`src/rtl/gray_step_sched.sv`:
```
// gray_step_sched: two-requester scheduler stepping a shared 3-bit Gray counter.
// Define GSS_ROUND_ROBIN_EN for round-robin arbitration; otherwise requester 0 has fixed priority.
module gray_step_sched #(
  parameter int unsigned GAP = 0
) (
  input  logic       clk,
  input  logic       reset,
  input  logic [1:0] req,
  input  logic [1:0] dir,
  input  logic [2:0] cnt0,
  input  logic [2:0] cnt1,
  output logic [1:0] gnt,
  output logic [1:0] done,
  output logic       busy,
  output logic       step_en,
  output logic       up,
  output logic [2:0] qgray
);
  typedef enum logic [1:0] {IDLE, STEP, WAIT, DONE} state_t;
  state_t state, state_n;
  logic [2:0] rem;
  logic [1:0] gap_cnt;
  logic       win;
  logic [2:0] cnt_w;
  logic       grant;
  assign grant = (state == IDLE) && (|req);
  assign cnt_w = win ? cnt1 : cnt0;
`ifdef GSS_ROUND_ROBIN_EN
  logic ptr;
  assign win = (&req) ? ptr : req[1];
  always_ff @(posedge clk or negedge reset)
    if (!reset) ptr <= 1'b0;
    else if (grant) ptr <= ~win;
`else
  assign win = ~req[0];
`endif
  function automatic logic [2:0] next_gray(input logic [2:0] g, input logic u);
    logic [2:0] b;
    b = {g[2], g[2] ^ g[1], g[2] ^ g[1] ^ g[0]};
    b = u ? b + 3'd1 : b - 3'd1;
    return b ^ (b >> 1);
  endfunction
  always_ff @(posedge clk or negedge reset)
    if (!reset) state <= IDLE;
    else state <= state_n;
  always_comb begin
    state_n = state;
    case (state)
      IDLE: state_n = (|req) ? ((cnt_w == 3'd0) ? DONE : STEP) : IDLE;
      STEP: state_n = (rem == 3'd1) ? DONE : ((GAP > 0) ? WAIT : STEP);
      WAIT: state_n = (gap_cnt == 2'(GAP - 1)) ? STEP : WAIT;
      DONE: state_n = IDLE;
      default: state_n = IDLE;
    endcase
  end
  always_ff @(posedge clk or negedge reset)
    if (!reset) begin
      qgray   <= 3'd0;
      gnt     <= 2'b00;
      up      <= 1'b0;
      rem     <= 3'd0;
      gap_cnt <= 2'd0;
    end else begin
      case (state)
        IDLE: if (|req) begin
          gnt <= win ? 2'b10 : 2'b01;
          up  <= dir[win];
          rem <= cnt_w;
        end
        STEP: begin
          qgray   <= next_gray(qgray, up);
          rem     <= rem - 3'd1;
          gap_cnt <= 2'd0;
        end
        WAIT: gap_cnt <= gap_cnt + 2'd1;
        DONE: gnt <= 2'b00;
        default: gnt <= 2'b00;
      endcase
    end
  always_comb begin
    busy    = state != IDLE;
    step_en = state == STEP;
    done    = (state == DONE) ? gnt : 2'b00;
  end
endmodule

```
`config.mk`:
```
export PLATFORM = sky130hd
export DESIGN_NAME = gray_step_sched
export DESIGN_NICKNAME = d
export VERILOG_FILES = /design/src/rtl/gray_step_sched.sv
export SDC_FILE = /design/constraint.sdc
export NUM_CORES = 1
export LEC_CHECK = 0
export ABC_AREA = 1
export CAP_MARGIN = 20
export CORE_MARGIN = 2
export CORE_UTILIZATION = 43
export CTS_CLUSTER_DIAMETER = 50
export DETAILED_ROUTE_END_ITERATION = 12
export PLACE_DENSITY = 0.78
export REMOVE_ABC_BUFFERS = 1
export SYNTH_ARGS = -nofsm -noshare
export SYNTH_HDL_FRONTEND = slang
export SYNTH_SLANG_ARGS = --single-unit
```
`constraint.sdc`:
```
create_clock -name clk -period 1.3 [get_ports clk]
set_input_delay 0.13 -clock clk [delete_from_list [all_inputs] [get_ports clk]]
set_output_delay 0.13 -clock clk [all_outputs]
set_load 0.005 [all_outputs]
```
==> out/summary.txt <==
# diodes: 0
Die height: 48.6 um
Crit path DAT: 1.27 ns
Status: finished, violations left
P_int: 2.07 mW
Drt pass-1 iters: 4
RSZ-0062 raised after global routing: true
Setup TNS: -0.256 ns
CTS tree: yes
Reg clk slew, reported paths: 0.08 ns
Commonest non-fill, non-tap cell in the layout: nand2_1
CP Capture Type: output pin
Placement Setup Slack: -0.158 ns
Share of layout cells above drive strength 1: 33.5%
R2R Path End: qgray[2]
Global-route wire length before repair: 3.68 mm
Core Area: 1920 um2
CP Cell Sequence: buf_6 > buf_6 > ha_4 > nand2_2 > inv_2 > buf_6
Crit path launch: state[1]
Worst setup margin: -0.0958 ns
Final worst path period share: 107%
Setup violators final: 5
NetSw: 1.45 mW
Clock network power share: 7.0%
DRC: 0
Max-Cap Viols: 0
Fin crit period: 1.40 ns
Sw frac: 41.2%
P&R area growth vs syn: 65.0%
Worst reg2reg path depth: 8
Worst Skew: 0.00606 ns
Total gr overflow: 0
Peak VDD IR: 2.13 mV
Max-slew violations: 0
I/O pin cnt: 22
Hold buffers post-CTS: 0
Post-detailed-route count of antenna-violating nets: 0
Max Fclk: 0.716 GHz
Initial Util: 44.6%
Hold Path Class: primary input to async pin
DR vias/cell: 4.82
Yosys warning count: 0
CP bufs+invs: 4
Post-detailed-placement half-perimeter wirelength: 1.49 mm
Comb pwr share: 72.1%
Leakage power: 0.749 nW
Total track usage: 20.2%
Nets: 179
Worst-Skew Late Latency: 0.27 ns
PortBufs: 21
CP dominant cell by count: buf_6
Reg power frac: 20.8%
Register area share after synthesis: 38.0%
Commonest non-fill, non-tap cells in the layout: nand2_1 (32), clkdlybuf4s50_1 (14), dfrtp_1 (13), buf_6 (13), buf_4 (13)
Avg Inst Size Synth: 7.58 um2
Die area: 2370 um2
CP peak stage delay: 0.41 ns
Critical-path top delay cell: dfrtp_1
Final Hold Viols: 0
Least-Margin Pin Slew: 0.296 ns
Initial DRC Count: 16
Avg WL per Cell: 12.2 um
Synth Cell Area: 857 um2
Max Fanout on Critical Path: 3
Maximum clock path buffer count: 2
FF+latch count, synth: 13
RR Startpoint: state[1]
Family with the most delay on the worst path: flip-flops
Sink Count: 13
Htree depth: 1
Initial antenna violation count: 0
Synth cell types: 18
PwrDens: 2490 nW/um2
Die extent in x: 48.6 um
Total Wirelength: 2.25 mm
# rows: 16
Register-to-register setup slack: -0.04 ns
Via count: 891
Rel. slew slack: 80.2%
Number of global-route vias before repair: 853
Worst Path Required: 1.17 ns
Critical setup path kind: flop to output pin
Number of CTS-inserted buffers: 3
Largest net degree at the start of global routing: 14
Violated checks: negative setup slack
CP Launch Type: flop
RD Place Congestion: 0.783
Cells after Synth: 113
Root buffer cell: clkbuf_4
[area by class of cell]
| type | count | area [um2] |
|---|---|---|
| fillers | 135 | 508 |
| repair buffers | 43 | 422 |
| multi-input cells | 80 | 529 |
| inverters | 18 | 77.6 |
| well taps | 27 | 33.8 |
| flip-flops and latches | 13 | 325 |
| clock buffers | 4 | 26.3 |
[per-layer routing]
| layer | part of all wire (%) | global-route usage [%] |
|---|---|---|
| met1 | 43 | 24.4 |
| met2 | 51 | 34.7 |
| met3 | 5.4 | 3.09 |
| met4 | 0.67 | 10.0 |
| met5 | 0 | 0 |
[registers in the layout, indices dropped and copies added, names as in the netlist]
signal   count
qgray        3
rem          3
gap_cnt      2
gnt          2
state        2
up           1
[stage by stage]
stage | std cells | power, mW | util, % | hold WS (ns) | cell area, um2
after detailed placement | 169 | 2.49 | 60.0 | 0.465 | 1150
after global placement | 169 | 2.42 | 60.0 | 0.457 | 1150
after global routing | 185 | 3.83 | 73.6 | 0.178 | 1410
final | 185 | 3.53 | 73.6 | 0.158 | 1410
after CTS | 182 | 3.14 | 67.6 | 0.156 | 1300
after floorplan | 111 | 1.71 | - | -0.166 | 835
[synth_stat cells]
cell type | instances | area [um2]
o21ai_4 | 1 | 16.3
o211ai_1 | 2 | 15.0
dfrtp_1 | 13 | 325
o21ai_1 | 2 | 10.0
inv_2 | 3 | 11.3
nand3_1 | 16 | 80.1
or2_0 | 1 | 6.26
nand2_1 | 37 | 139
mux2i_1 | 1 | 10.0
a21oi_1 | 3 | 15.0
ha_1 | 8 | 100
xnor2_1 | 1 | 8.76
buf_6 | 2 | 22.5
inv_1 | 15 | 56.3
o21ai_0 | 4 | 20.0
nand2_2 | 1 | 6.26
nor2_1 | 2 | 7.51
nand3b_1 | 1 | 7.51
[power groups by stage]
| stage | logic (mW) | clock network [mW] | registers (mW) |
|---|---|---|---|
| floorplan | 0.955 | 0 | 0.758 |
| global placement | 1.65 | 0 | 0.772 |
| detailed placement | 1.70 | 0 | 0.786 |
| CTS | 2.16 | 0.260 | 0.727 |
| global route | 2.79 | 0.277 | 0.758 |
| finish | 2.54 | 0.248 | 0.734 |
[kinds of logic (layout without fill, tap and decap cells)]
family                   after synthesis  in the layout  synth area share [%]
AND/OR/NAND/NOR                       58             58                  28.8
buffers and inverters                 20             65                  10.5
flip-flops                            13             13                  38.0
AO/OA/AOI/OAI                         12             12                  8.90
adder cells (fa/ha/maj)                8              8                  11.7
XOR/XNOR                               1              1                  1.02
multiplexers                           1              1                  1.17
[repair_timing]
action | in CTS | in global routing
setup endpoints to repair | 15 | 19
setup buffers | 10 | 3
cloned | 0 | 0
pin swaps | 2 | 6
hold endpoints to repair | 0 | 0
resized for setup | 33 | 29
[worst max-delay path by stage]
stage | to | slack, ns | depth (start not counted)
global route | done[1] | -0.15 | 6
finish | done[0] | -0.1 | 6
CTS | done[0] | -0.09 | 6
global placement | state[1] | -0.10 | 7
floorplan | qgray[2] | -0.01 | 6
detailed placement | step_en | -0.16 | 3
No activity file was read; power rests on OpenSTA's default activity.
